## src/rtl/tff_pkg.sv

```systemverilog
// Shared definitions for the time flip-flop bank.
//   tff_state_e : per-channel FSM state (idle / write / read)
//   MODE_WRAP   : overflow wraps the counter to zero and raises carry
//   MODE_SAT    : overflow clamps the counter at all-ones and raises carry
package tff_pkg;

    typedef enum logic [1:0] {
        ST_IDLE  = 2'd0,
        ST_WRITE = 2'd1,
        ST_READ  = 2'd2
    } tff_state_e;

    localparam int unsigned MODE_WRAP = 0;
    localparam int unsigned MODE_SAT  = 1;

endpackage

```

## src/rtl/tff_chan.sv

```systemverilog
// Single time flip-flop channel: records an interval as the number of cycles
// 'we' is high, and replays it on a rising edge of 're' as an 'out' pulse of
// the same length followed by a one-cycle 'done'.
// Ports:
//   clk, rst : clock, asynchronous active-high reset
//   we       : write strobe (level), one count per cycle sampled high
//   re       : read strobe, rising edge starts replay
//   clr      : synchronous clear of count and carry (aborts a replay)
//   out      : registered replay pulse
//   done     : one-cycle pulse after a completed replay
//   carry    : sticky overflow flag
//   busy     : channel is in WRITE or READ
//   count    : held interval
module tff_chan
    import tff_pkg::*;
#(
    parameter int unsigned BITS     = 4,
    parameter int unsigned SATURATE = MODE_WRAP
) (
    input  logic            clk,
    input  logic            rst,
    input  logic            we,
    input  logic            re,
    input  logic            clr,
    output logic            out,
    output logic            done,
    output logic            carry,
    output logic            busy,
    output logic [BITS-1:0] count
);

    localparam logic [BITS-1:0] One = BITS'(1);

    tff_state_e      state_q, state_d;
    logic [BITS-1:0] count_q, count_d;
    logic            carry_q, carry_d;
    logic            out_q, out_d;
    logic            done_q, done_d;
    logic            re_q;

    logic            re_edge;
    logic            at_max;
    logic [BITS-1:0] count_inc;

    // re_q tracks re in every state, so an edge seen outside IDLE is lost
    assign re_edge = re & ~re_q;
    assign at_max  = &count_q;

    always_comb begin
        count_inc = count_q + One;
        if (at_max) begin
            count_inc = (SATURATE == MODE_SAT) ? count_q : '0;
        end
    end

    always_comb begin
        state_d = state_q;
        count_d = count_q;
        carry_d = carry_q;
        out_d   = 1'b0;
        done_d  = 1'b0;

        if (clr) begin
            count_d = '0;
            carry_d = 1'b0;
            // A write in progress keeps going from zero; a replay is abandoned
            state_d = (state_q == ST_WRITE && we) ? ST_WRITE : ST_IDLE;
        end else begin
            unique case (state_q)
                ST_IDLE: begin
                    if (we) begin
                        state_d = ST_WRITE;
                        count_d = count_inc;
                        if (at_max) carry_d = 1'b1;
                    end else if (re_edge) begin
                        if (count_q == '0) begin
                            // Empty interval: nothing to replay, finish at once
                            done_d  = 1'b1;
                            carry_d = 1'b0;
                        end else begin
                            state_d = ST_READ;
                            out_d   = 1'b1;
                        end
                    end
                end
                ST_WRITE: begin
                    if (we) begin
                        count_d = count_inc;
                        if (at_max) carry_d = 1'b1;
                    end else begin
                        state_d = ST_IDLE;
                    end
                end
                ST_READ: begin
                    // count_q is the number of out cycles still owed, including this one
                    count_d = count_q - One;
                    if (count_q == One) begin
                        state_d = ST_IDLE;
                        done_d  = 1'b1;
                        carry_d = 1'b0;
                    end else begin
                        out_d = 1'b1;
                    end
                end
                default: state_d = ST_IDLE;
            endcase
        end
    end

    always_ff @(posedge clk or posedge rst) begin
        if (rst) begin
            state_q <= ST_IDLE;
            count_q <= '0;
            carry_q <= 1'b0;
            out_q   <= 1'b0;
            done_q  <= 1'b0;
            re_q    <= 1'b0;
        end else begin
            state_q <= state_d;
            count_q <= count_d;
            carry_q <= carry_d;
            out_q   <= out_d;
            done_q  <= done_d;
            re_q    <= re;
        end
    end

    assign out   = out_q;
    assign done  = done_q;
    assign carry = carry_q;
    assign busy  = (state_q != ST_IDLE);
    assign count = count_q;

endmodule

```

## src/rtl/tff_bank.sv

```systemverilog
// Bank of independent time flip-flop channels sharing only clk and rst.
// Ports:
//   clk, rst : clock, asynchronous active-high reset
//   we/re/clr: per-channel write strobe, read strobe, clear
//   out/done : per-channel replay pulse and completion pulse
//   carry    : per-channel sticky overflow
//   busy     : per-channel activity flag
//   count    : packed held counts, channel i at [i*BITS +: BITS]
module tff_bank
    import tff_pkg::*;
#(
    parameter int unsigned BITS     = 4,
    parameter int unsigned CHANNELS = 4,
    parameter int unsigned SATURATE = MODE_WRAP
) (
    input  logic                     clk,
    input  logic                     rst,
    input  logic [CHANNELS-1:0]      we,
    input  logic [CHANNELS-1:0]      re,
    input  logic [CHANNELS-1:0]      clr,
    output logic [CHANNELS-1:0]      out,
    output logic [CHANNELS-1:0]      done,
    output logic [CHANNELS-1:0]      carry,
    output logic [CHANNELS-1:0]      busy,
    output logic [CHANNELS*BITS-1:0] count
);

    for (genvar g = 0; g < CHANNELS; g++) begin : g_chan
        tff_chan #(
            .BITS     (BITS),
            .SATURATE (SATURATE)
        ) u_chan (
            .clk   (clk),
            .rst   (rst),
            .we    (we[g]),
            .re    (re[g]),
            .clr   (clr[g]),
            .out   (out[g]),
            .done  (done[g]),
            .carry (carry[g]),
            .busy  (busy[g]),
            .count (count[g*BITS +: BITS])
        );
    end

endmodule

```

## config.mk

```make
export PLATFORM = sky130hd
export DESIGN_NAME = tff_bank
export DESIGN_NICKNAME = d
export VERILOG_FILES = /design/src/rtl/tff_pkg.sv /design/src/rtl/tff_chan.sv /design/src/rtl/tff_bank.sv
export SDC_FILE = /design/constraint.sdc
export NUM_CORES = 1
export LEC_CHECK = 0
export CORE_AREA = 5 5 70 119
export DETAILED_ROUTE_END_ITERATION = 6
export DIE_AREA = 0 0 75 124
export SLEW_MARGIN = 5
export SYNTH_ARGS = -nofsm -noshare
export SYNTH_HDL_FRONTEND = slang
export SYNTH_SLANG_ARGS = --single-unit
export TNS_END_PERCENT = 50
```

## constraint.sdc

```tcl
create_clock -name clk -period 2 [get_ports clk]
set_input_delay 0.2 -clock clk [delete_from_list [all_inputs] [get_ports clk]]
set_output_delay 0.2 -clock clk [all_outputs]
set_load 0.01 [all_outputs]
```

==> insert_results.sql, run 1 <==
INSERT INTO impl_metrics (metric_group, metric, value, unit) VALUES
('power_and_ir_drop', 'net-switching-power', '1.397', 'mW'),
('cells_and_area', 'instances_no_fill', '456', ''),
('synthesis', 'synthesis.nets', '362', ''),
('critical_path', 'regToRegEndpoint', 'g_chan[3].u_chan.state_q[0]$_DFFE_PP0P_', ''),
('cells_and_area', 'num-nets-final', '412', ''),
('critical_path', 'critical_path_buf_inv_count', '1', ''),
('status', 'status', 'finished clean', ''),
('critical_path', 'slowest_stage', 'sky130_fd_sc_hd__a222oi_1', ''),
('place', 'numPortBuffers', '45', ''),
('sta', 'skew', '0.004496', 'ns'),
('clock_network', 'cts_setup_buffers', '0', ''),
('floorplan', 'num_io_pins', '46', ''),
('floorplan', 'starting_density_of_the_core', '39.73', '%'),
('clock_network', 'cts-root-buf', 'sky130_fd_sc_hd__clkbuf_16', ''),
('sta', 'grt_setup_unrepaired', 'yes', ''),
('place', 'dpl.cell_count', '449', ''),
('critical_path', 'critPathKind', 'reg -> reg', ''),
('power_and_ir_drop', 'peakVddDrop', '0.0005918', 'V'),
('cells_and_area', 'multi_input_comb_area', '1597', 'sq um'),
('cells_and_area', 'finalInstanceArea', '3586', 'sq um'),
('critical_path', 'r2r_cells', '6', ''),
('power_and_ir_drop', 'power_switching_share', '37.74', '%'),
('place', 'place_ws', '0.08047', 'ns'),
('cells_and_area', 'drive_gt1_share', '11.35', '%'),
('sta', 'max_slew.worst_pin.slew', '0.5327', 'ns'),
('floorplan', 'design.die.area', '9300', 'sq um'),
('grt', 'first_global_vias', '2591', ''),
('grt', 'initial_antenna_violation_count', '0', ''),
('route', 'ant_nets', '0', ''),
('grt', 'grt_first_pass_wirelength', '11.98', 'mm'),
('synthesis', 'synth-edff-count', '0', ''),
('place', 'placedInstanceArea', '3441', 'sq um'),
('place', 'globalplace.congestion', '0.8768', ''),
('synthesis', 'seq_area_frac_synth', '34.83', '%'),
('route', 'initial_drc_count', '120', ''),
('critical_path', 'timing.critical_path.required', '2.17', 'ns'),
('clock_network', 'numCtsBuffers', '5', ''),
('route', 'iteration_count_of_the_initial_detailed_routing_pass', '6', ''),
('cells_and_area', 'area.growth.synth_to_final', '24.77', '%'),
('grt', 'grt_usage', '16.45', '%'),
('power_and_ir_drop', 'total_power_per_unit_cell_area', '1032', 'nW/um^2'),
('route', 'wire_per_inst', '15.31', 'microns'),
('critical_path', 'critPathCaptureType', 'register', ''),
('place', 'dp.final_hpwl', '5.254', 'mm'),
('sta', 'final-setup-viol-count', '0', ''),
('synthesis', 'synthesis.yosys.warnings', '0', ''),
('clock_network', 'htree_num_levels', '2', ''),
('grt', 'grt-ovfl-total', '0', ''),
('clock_network', 'cts.sink_count', '40', ''),
('power_and_ir_drop', 'seq_power_share', '29.1', '%'),
('clock_network', 'clk_transition_reported_paths', '0.06', 'ns'),
('synthesis', 'synth_area', '2874', 'sq um'),
('route', 'route.detailed.drc', '0', ''),
('sta', 'timing_hold_violations_final', '0', ''),
('synthesis', 'synth.avg_cell_area', '8.981', 'sq um'),
('critical_path', 'start_kind', 'register', ''),
('hold_path', 'hp-class', 'in -> async', ''),
('job', 'cap_viol_max_count', '0', ''),
('route', 'vias_per_cell', '5.553', ''),
('grt', 'grt_start_max_net_pins', '41', ''),
('route', 'totalWireLength', '6.983', 'mm'),
('floorplan', 'die_width', '75', 'microns'),
('sta', 'period_utilisation_layout', '97.10', '%'),
('critical_path', 'cp_max_fo', '4', ''),
('cells_and_area', 'layout.cells.most_common', 'sky130_fd_sc_hd__clkdlybuf4s50_1', ''),
('critical_path', 'worstPathArrival', '2.11', 'ns'),
('synthesis', 'ys_async_sr_fraction', '100.0', '%'),
('critical_path', 'setup.reg_to_reg.worst_slack', '0.06', 'ns'),
('sta', 'post-route-min-period', '1.942', 'ns'),
('cells_and_area', 'fillCellCount', '677', ''),
('floorplan', 'core', '7233', 'sq um');
final cells by class:
type	instances	share of cell area, %
Sequential cell	40	27.91
Timing Repair Buffer	68	17.38
Inverter	33	3.454
Multi-Input combinational cell	222	44.52
Clock inverter	1	0.1396
Clock buffer	6	3.594
Tap cell	86	3.001
cells in the mapped netlist, drive strengths merged, types with 3 or more instances:
cell type | n | share of area [%]
ha | 28 | 12
a21oi | 19 | 3.3
nor4 | 3 | 0.65
o21ai | 16 | 2.8
or3b | 7 | 2.4
a221oi | 5 | 1.7
o31ai | 4 | 1.0
or3 | 3 | 0.65
a211oi | 6 | 1.6
a32o | 3 | 1.1
dfrtp | 40 | 35
xnor2 | 3 | 0.91
or4 | 3 | 0.78
nor2b | 7 | 1.5
and4b | 3 | 1.0
and2 | 3 | 0.65
buf | 20 | 5.1
nor3 | 11 | 1.9
clkbuf | 5 | 0.65
nand2 | 22 | 2.9
nor2 | 18 | 2.4
a22o | 5 | 1.5
nand2b | 8 | 1.7
mux2i | 5 | 1.7
nand3 | 4 | 0.70
inv | 33 | 4.3
a31oi | 8 | 1.7
cells by family after synthesis:
group / after synthesis / share of synthesized area [%]
AO/OA/AOI/OAI: 83 / 19.98
XOR/XNOR: 5 / 1.524
adder cells (fa/ha/maj): 28 / 12.19
buffers and inverters: 58 / 10.01
flip-flops: 40 / 34.83
multiplexers: 5 / 1.741
AND/OR/NAND/NOR: 101 / 19.72
timing repair:
| item | in CTS | in global routing |
|---|---|---|
| setup endpoints to repair | 0 | 5 |
| resized for setup | 0 | 3 |
| endpoints found under the hold margin | 0 | 0 |
layer usage:
metal,routed length (microns),vias to the layer above,global-route usage [%]
li1,-,1232,-
met1,2734,1211,18.24
met2,3670,72,29.48
met3,367,17,3.393
met4,210,0,6.904
met5,0,-,0
tightest hold or removal path: cells and delay by family:
family                 cells  cell delay (ns)
buffers and inverters      3             0.90
worst max path at each step:
stage | from | endpoint | slack, ns | cells after the start
after floorplan | g_chan[3].u_chan.count[1]$_DFFE_PP0P_ | g_chan[3].u_chan.state_q[0]$_DFFE_PP0P_ | 0.10 | 6
after global placement | g_chan[3].u_chan.count[1]$_DFFE_PP0P_ | g_chan[3].u_chan.state_q[0]$_DFFE_PP0P_ | 0.09 | 6
after detailed placement | g_chan[3].u_chan.count[1]$_DFFE_PP0P_ | g_chan[3].u_chan.state_q[0]$_DFFE_PP0P_ | 0.08 | 6
after CTS | g_chan[3].u_chan.count[1]$_DFFE_PP0P_ | g_chan[3].u_chan.state_q[0]$_DFFE_PP0P_ | 0.05 | 6
after global routing | g_chan[3].u_chan.count[1]$_DFFE_PP0P_ | g_chan[3].u_chan.state_q[0]$_DFFE_PP0P_ | -0.03 | 6
final | g_chan[3].u_chan.count[1]$_DFFE_PP0P_ | g_chan[3].u_chan.state_q[0]$_DFFE_PP0P_ | 0.06 | 6
metrics by stage:
stage	TNS [ns]	utilization [%]
finish	0	49.58
CTS	0	49.42
floorplan	0	-
global route	-0.03097	49.58
global placement	0	47.57
detailed placement	0	47.57
power by group through the flow:
stage / Sequential [mW] / Clock [mW] / Combinational (mW)
floorplan: 1.13 / 0 / 1.21
global placement: 1.09 / 0 / 1.81
detailed placement: 1.09 / 0 / 1.83
CTS: 1.08 / 0.796 / 1.85
global route: 1.11 / 0.830 / 2.06
finish: 1.08 / 0.771 / 1.85
state kept, by name (all words and copies together), names as in the netlist:
register,cells
g_chan.u_chan.out,4
g_chan.u_chan.done,4
g_chan.u_chan.re_q,4
g_chan.u_chan.carry,4
g_chan.u_chan.count,16
g_chan.u_chan.state_q,8
(Power assumes the default switching activity.)
==> inputs of run 2 (changes only) <==
CORE_AREA = 2 2 61 107   (was 5 5 70 119)
CTS_BUF_LIST = sky130_fd_sc_hd__clkbuf_16   (was unset)
DIE_AREA = 0 0 63 109   (was 0 0 75 124)
PLACE_DENSITY = 0.75   (was unset)
==> run 2 against run 1 <==
Against the previous run: register-to-register slack barely moved; final cell count fell by 0.88%; global-route usage rose by 3.7 points; maximum frequency rose by 0.14%; core utilization rose by 10 points; sequential power barely moved; die area fell by 26%; setup slack improved by 0.0027 ns; largest cell class unchanged.
==> insert_results.sql, run 2 (synthesized netlist as in run 1, its figures left out) <==
INSERT INTO impl_metrics (metric_group, metric, value, unit) VALUES
('sta', 'fmax', '515.7', 'MHz'),
('route', 'iteration_count_of_the_initial_detailed_routing_pass', '5', ''),
('clock_network', 'cts_tree', 'done', ''),
('floorplan', 'starting_density_of_the_core', '47.60', '%'),
('sta', 'slew-limit-headroom', '64.85', '%'),
('place', 'placedInstanceArea', '3426', 'sq um'),
('critical_path', 'critPathKind', 'reg -> reg', ''),
('critical_path', 'cp_max_fo', '3', ''),
('power_and_ir_drop', 'report.power.total', '3.754', 'mW'),
('floorplan', 'design.die.area', '6867', 'sq um'),
('status', 'status', 'finished clean', ''),
('power_and_ir_drop', 'peakVddDrop', '0.0007036', 'V'),
('cells_and_area', 'finalInstanceArea', '3596', 'sq um'),
('power_and_ir_drop', 'p_leak', '1.576', 'nW'),
('cells_and_area', 'num-nets-final', '414', ''),
('cells_and_area', 'area.growth.synth_to_final', '25.12', '%'),
('grt', 'first_global_vias', '2565', ''),
('sta', 'grt_setup_unrepaired', 'yes', ''),
('grt', 'initial_antenna_violation_count', '0', ''),
('floorplan', 'die-height', '109', 'microns'),
('floorplan', 'die_width', '63', 'microns'),
('cells_and_area', 'layout.cells.most_common', 'sky130_fd_sc_hd__clkdlybuf4s50_1', ''),
('cells_and_area', 'insertedDiodeCount', '0', ''),
('sta', 'skew', '0.004166', 'ns'),
('sta', 'post-route-min-period', '1.939', 'ns'),
('route', 'vias', '2553', ''),
('clock_network', 'cts.sink_count', '40', ''),
('route', 'vias_per_cell', '5.648', ''),
('cells_and_area', 'layout.cells.most_common_list', 'sky130_fd_sc_hd__clkdlybuf4s50_1, sky130_fd_sc_hd__dfrtp_1, sky130_fd_sc_hd__inv_1', ''),
('cells_and_area', 'flip_flop_count_of_the_largest_register_after_layout', '16', ''),
('clock_network', 'clock_latency', '0.28', 'ns'),
('place', 'globalplace.congestion', '0.8788', ''),
('floorplan', 'core', '6038', 'sq um'),
('floorplan', 'num_io_pins', '46', ''),
('place', 'dp.final_hpwl', '4.892', 'mm'),
('critical_path', 'r2r_cells', '6', ''),
('grt', 'grt_usage', '20.16', '%'),
('sta', 'period_utilisation_layout', '96.96', '%'),
('clock_network', 'htree_num_levels', '2', ''),
('critical_path', 'start_kind', 'register', ''),
('critical_path', 'worstPathArrival', '2.11', 'ns'),
('clock_network', 'ctsLongestPathBuffers', '2', ''),
('clock_network', 'clk_transition_reported_paths', '0.06', 'ns'),
('grt', 'grt_start_max_net_pins', '41', ''),
('job', 'cap_viol_max_count', '0', ''),
('clock_network', 'cts_hold_buffers', '0', ''),
('floorplan', 'std_cell_rows', '38', ''),
('sta', 'final.hold.worst_slack', '0.3615', 'ns'),
('critical_path', 'setup.reg_to_reg.worst_slack', '0.06', 'ns'),
('critical_path', 'critPathCaptureType', 'register', ''),
('critical_path', 'timing.critical_path.required', '2.17', 'ns'),
('place', 'numPortBuffers', '45', ''),
('grt', 'grt_first_pass_wirelength', '11.12', 'mm'),
('sta', 'max_slew.worst_pin.slew', '0.5272', 'ns'),
('clock_network', 'numCtsBuffers', '5', ''),
('sta', 'final-max-slew-violation-count', '0', ''),
('grt', 'grt-ovfl-total', '0', ''),
('route', 'route.detailed.drc', '0', ''),
('route', 'ant_nets', '0', ''),
('power_and_ir_drop', 'total_power_per_unit_cell_area', '1044', 'nW/um^2'),
('route', 'totalWireLength', '6.614', 'mm'),
('clock_network', 'cts-root-buf', 'sky130_fd_sc_hd__clkbuf_16', ''),
('route', 'wire_per_inst', '14.63', 'microns'),
('cells_and_area', 'utilization_after_layout', '59.55', '%'),
('sta', 'timing_hold_violations_final', '0', ''),
('cells_and_area', 'drive_gt1_share', '12.37', '%'),
('sta', 'final-setup-viol-count', '0', ''),
('hold_path', 'hp-class', 'in -> async', ''),
('route', 'initial_drc_count', '172', '');
run 2: cell types whose count changed in the layout (fill, tap and decap cells not counted):
cell / change
sky130_fd_sc_hd__a2111oi_1: +1
sky130_fd_sc_hd__inv_2: +1
sky130_fd_sc_hd__clkbuf_1: -1
sky130_fd_sc_hd__buf_4: +2
sky130_fd_sc_hd__ha_1: -1
sky130_fd_sc_hd__nor3b_2: +1
sky130_fd_sc_hd__a2111oi_0: -1
sky130_fd_sc_hd__a221oi_1: +1
sky130_fd_sc_hd__a221oi_2: -1
sky130_fd_sc_hd__nor3b_1: -1
sky130_fd_sc_hd__ha_2: +1
run 2: metrics by stage:
stage	setup TNS [ns]	setup WS (ns)	cells
CTS	0	0.05407	449
finish	0	0.06074	452
global placement	0	0.09902	442
global route	-0.01385	-0.01385	452
detailed placement	0	0.06635	442
floorplan	0	0.1030	320
run 2: power by group:
group / switching, mW / internal [mW]
Clock: 0.310 / 0.449
Combinational: 0.969 / 0.943
Sequential: 0.138 / 0.946
run 2: path summary, 6_finish.rpt:
check                                                     endpoint                                  start
hold reg to reg                 g_chan[1].u_chan.carry$_DFFE_PP0P_     g_chan[1].u_chan.carry$_DFFE_PP0P_
min in group clk                   g_chan[2].u_chan.re_q$_DFF_PP0_                                  re[2]
max in group asynchronous    g_chan[1].u_chan.count[2]$_DFFE_PP0P_                                    rst
setup reg to reg           g_chan[3].u_chan.state_q[0]$_DFFE_PP0P_  g_chan[3].u_chan.count[1]$_DFFE_PP0P_
hold / removal                     g_chan[0].u_chan.done$_DFF_PP0_                                    rst
setup / recovery           g_chan[3].u_chan.state_q[0]$_DFFE_PP0P_  g_chan[3].u_chan.count[1]$_DFFE_PP0P_
run 2: layout make-up:
| class | instances | area, sq um |
|---|---|---|
| sequential | 40 | 1001 |
| inverter | 33 | 123.9 |
| tap | 80 | 100.1 |
| clock buffer | 5 | 125.1 |
| timing repair buffer | 70 | 638.1 |
| clock inverter | 2 | 8.758 |
| multi-input combinational | 222 | 1599 |
| fill | 537 | 2442 |
run 2: timing repair:
action	in CTS	in global routing
endpoints found under the setup margin	0	7
gates resized for setup	0	6
setup buffers	0	3
run 2: critical path, cell delays in order, from the launching register on:
cell and delay (ns):
sky130_fd_sc_hd__dfrtp_1 0.39, sky130_fd_sc_hd__inv_2 0.07, sky130_fd_sc_hd__ha_2 0.17, sky130_fd_sc_hd__or3b_4 0.39, sky130_fd_sc_hd__a222oi_1 0.41, sky130_fd_sc_hd__o21ai_1 0.13, sky130_fd_sc_hd__a32o_2 0.28
run 2: metal layers:
metal  global-route usage, %  vias up  wire, microns
met5                       0        -              0
met4                   10.63        0            260
met3                   3.302       27            235
met2                   38.30       78           3546
met1                   20.84     1218           2572
li1                        -     1230              -
==> inputs of run 3 (changes only) <==
CORE_AREA = 5 5 64 110   (was 2 2 61 107)
DIE_AREA = 0 0 69 115   (was 0 0 63 109)
SETUP_SLACK_MARGIN = 0.02   (was unset)
==> run 3 against run 2 <==
Against the previous run: routed wire length up 2.2%; combinational power is 3% lower; critical path depth stayed put; final area is 0.56% lower; sequential power about the same; final cell count shrank 1.1%; critical endpoint is now g_chan[0].u_chan.state_q[0]$_DFFE_PP0P_.
==> insert_results.sql, run 3 (synthesized netlist as in run 1, its figures left out) <==
INSERT INTO impl_metrics (metric_group, metric, value, unit) VALUES
('route', 'iteration_count_of_the_initial_detailed_routing_pass', '5', ''),
('sta', 'layout_setup_ws', '0.07121', 'ns'),
('sta', 'timing_hold_violations_final', '0', ''),
('sta', 'max_slew.worst_pin.slew', '0.4945', 'ns'),
('hold_path', 'hp-class', 'in -> async', ''),
('power_and_ir_drop', 'clockPowerShare', '20.4', '%'),
('cells_and_area', 'area.growth.synth_to_final', '24.42', '%'),
('critical_path', 'timing.critical_path.required', '2.17', 'ns'),
('grt', 'globalRouteMet3Util', '3.062', '%'),
('grt', 'grt_first_pass_wirelength', '11.25', 'mm'),
('cells_and_area', 'flip_flop_count_of_the_largest_register_after_layout', '16', ''),
('clock_network', 'numCtsBuffers', '5', ''),
('critical_path', 'r2r_cells', '6', ''),
('floorplan', 'core', '6086', 'sq um'),
('grt', 'grt-busiest-layer', 'met2', ''),
('status', 'status', 'finished clean', ''),
('route', 'totalWireLength', '6.757', 'mm'),
('grt', 'initial_antenna_violation_count', '0', ''),
('grt', 'grt_start_max_net_pins', '41', ''),
('floorplan', 'die_width', '69', 'microns'),
('grt', 'grtUsageMet1', '17.43', '%'),
('place', 'numPortBuffers', '45', ''),
('route', 'vias_per_cell', '5.617', ''),
('cells_and_area', 'drive_gt1_share', '11.72', '%'),
('grt', 'grt_usage', '17.11', '%'),
('job', 'cap_viol_max_count', '0', ''),
('cells_and_area', 'layout.cells.most_common_list', 'sky130_fd_sc_hd__clkdlybuf4s50_1, sky130_fd_sc_hd__dfrtp_1, sky130_fd_sc_hd__inv_1', ''),
('power_and_ir_drop', 'seq_power_share', '29.7', '%'),
('route', 'route.detailed.drc', '0', ''),
('sta', 'slew-limit-headroom', '66.09', '%'),
('floorplan', 'starting_density_of_the_core', '47.22', '%'),
('clock_network', 'clock_latency', '0.28', 'ns'),
('clock_network', 'cts_tree', 'done', ''),
('critical_path', 'start_kind', 'register', ''),
('power_and_ir_drop', 'power_switching_share', '37.95', '%'),
('sta', 'setup_total_negative_slack', '0', 'ns'),
('cells_and_area', 'multi_input_comb_area', '1617', 'sq um'),
('clock_network', 'cts-root-buf', 'sky130_fd_sc_hd__clkbuf_16', ''),
('power_and_ir_drop', 'net-switching-power', '1.405', 'mW'),
('place', 'globalplace.congestion', '0.8676', ''),
('sta', 'period_utilisation_layout', '96.44', '%'),
('route', 'vias', '2511', ''),
('sta', 'grt_setup_unrepaired', 'yes', ''),
('route', 'ant_nets', '0', ''),
('cells_and_area', 'num-nets-final', '409', ''),
('critical_path', 'cp_max_fo', '4', ''),
('grt', 'first_global_vias', '2528', ''),
('sta', 'fmax', '518.5', 'MHz'),
('sta', 'final-setup-viol-count', '0', ''),
('cells_and_area', 'insertedDiodeCount', '0', ''),
('power_and_ir_drop', 'power.internal', '2.298', 'mW'),
('route', 'initial_drc_count', '166', ''),
('grt', 'grt-ovfl-total', '0', ''),
('clock_network', 'cts.sink_count', '40', ''),
('clock_network', 'ctsLongestPathBuffers', '2', ''),
('power_and_ir_drop', 'total_power_per_unit_cell_area', '1036', 'nW/um^2'),
('power_and_ir_drop', 'power.share.combinational', '49.9', '%'),
('floorplan', 'num_io_pins', '46', ''),
('sta', 'final-max-slew-violation-count', '0', ''),
('power_and_ir_drop', 'peakVddDrop', '0.0007038', 'V'),
('clock_network', 'htree_num_levels', '2', ''),
('floorplan', 'design.die.area', '7935', 'sq um'),
('cells_and_area', 'final-seq-area', '1001', 'sq um'),
('cells_and_area', 'layout.cells.most_common', 'sky130_fd_sc_hd__clkdlybuf4s50_1', ''),
('critical_path', 'critPathKind', 'reg -> reg', ''),
('grt', 'gr-usage-met2', '33.23', '%'),
('cells_and_area', 'fillCellCount', '584', ''),
('place', 'place_ws', '-0.03441', 'ns'),
('floorplan', 'std_cell_rows', '38', ''),
('sta', 'post-route-min-period', '1.929', 'ns'),
('critical_path', 'critPathCaptureType', 'register', ''),
('sta', 'skew', '0.003256', 'ns'),
('power_and_ir_drop', 'p_leak', '1.551', 'nW'),
('critical_path', 'setup.reg_to_reg.worst_slack', '0.07', 'ns'),
('floorplan', 'die-height', '115', 'microns'),
('route', 'wire_per_inst', '15.12', 'microns'),
('clock_network', 'clk_transition_reported_paths', '0.06', 'ns'),
('place', 'dp.final_hpwl', '5.087', 'mm'),
('critical_path', 'worstPathArrival', '2.10', 'ns');
## run 3: cell types whose count changed in the layout (fill, tap and decap cells not counted), sizes merged
cell / previous run / this run
buf: 25 / 20
## run 3: power by group through the flow
stage	registers [mW]	logic [mW]	clock network, mW
2_1_floorplan	1.13	1.21	0
3_3_place_gp	1.11	1.74	0
3_5_place_dp	1.12	1.79	0
4_1_cts	1.10	1.80	0.779
5_1_grt	1.13	2.03	0.819
6_report	1.10	1.85	0.754
## run 3: what timing repair did
item / CTS / global route
setup buffers: 0 / 2
setup endpoints to repair: 1 / 7
resized for setup: 1 / 8
hold buffers: 0 / 0
gates cloned: 0 / 0
pin swaps: 0 / 2
## run 3: final timing paths
path,from,to
max,g_chan[0].u_chan.count[1]$_DFFE_PP0P_,g_chan[0].u_chan.state_q[0]$_DFFE_PP0P_
min,rst,g_chan[0].u_chan.re_q$_DFF_PP0_
max reg2reg,g_chan[0].u_chan.count[1]$_DFFE_PP0P_,g_chan[0].u_chan.state_q[0]$_DFFE_PP0P_
min reg2reg,g_chan[0].u_chan.state_q[0]$_DFFE_PP0P_,g_chan[0].u_chan.state_q[0]$_DFFE_PP0P_
max in group asynchronous,rst,g_chan[1].u_chan.count[2]$_DFFE_PP0P_
min in group clk,re[2],g_chan[2].u_chan.re_q$_DFF_PP0_
## run 3: layout make-up
type	instances	area share (%)
sequential	40	27.99
clock buffer	5	3.499
tap	80	2.799
multi-input combinational	222	45.21
clock inverter	2	0.2449
timing repair buffer	65	16.79
inverter	33	3.464
## run 3: routing by layer
metal / part of all wire (%) / up-vias
li1: - / 1229
met1: 39 / 1203
met2: 55 / 64
met3: 3.2 / 15
met4: 2.2 / 0
met5: 0 / -
## run 3: metrics by stage
step	std cells	cell area, sq um	total power, mW	hold slack, ns	util (%)
6_report	447	3576	3.703	0.3519	58.76
5_1_grt	447	3576	3.979	0.3813	58.76
3_5_place_dp	438	3396	2.901	0.5653	55.80
2_1_floorplan	320	2874	2.338	0.2314	-
4_1_cts	445	3531	3.681	0.3784	58.02
3_3_place_gp	438	3396	2.847	0.5395	55.80
## run 3: worst max-delay path: stages, from the launching register on
cell                       delay, ns
sky130_fd_sc_hd__dfrtp_1        0.38
sky130_fd_sc_hd__inv_1          0.10
sky130_fd_sc_hd__ha_1           0.15
sky130_fd_sc_hd__or3b_4         0.40
sky130_fd_sc_hd__a222oi_1       0.39
sky130_fd_sc_hd__o21ai_1        0.13
sky130_fd_sc_hd__a32o_1         0.28
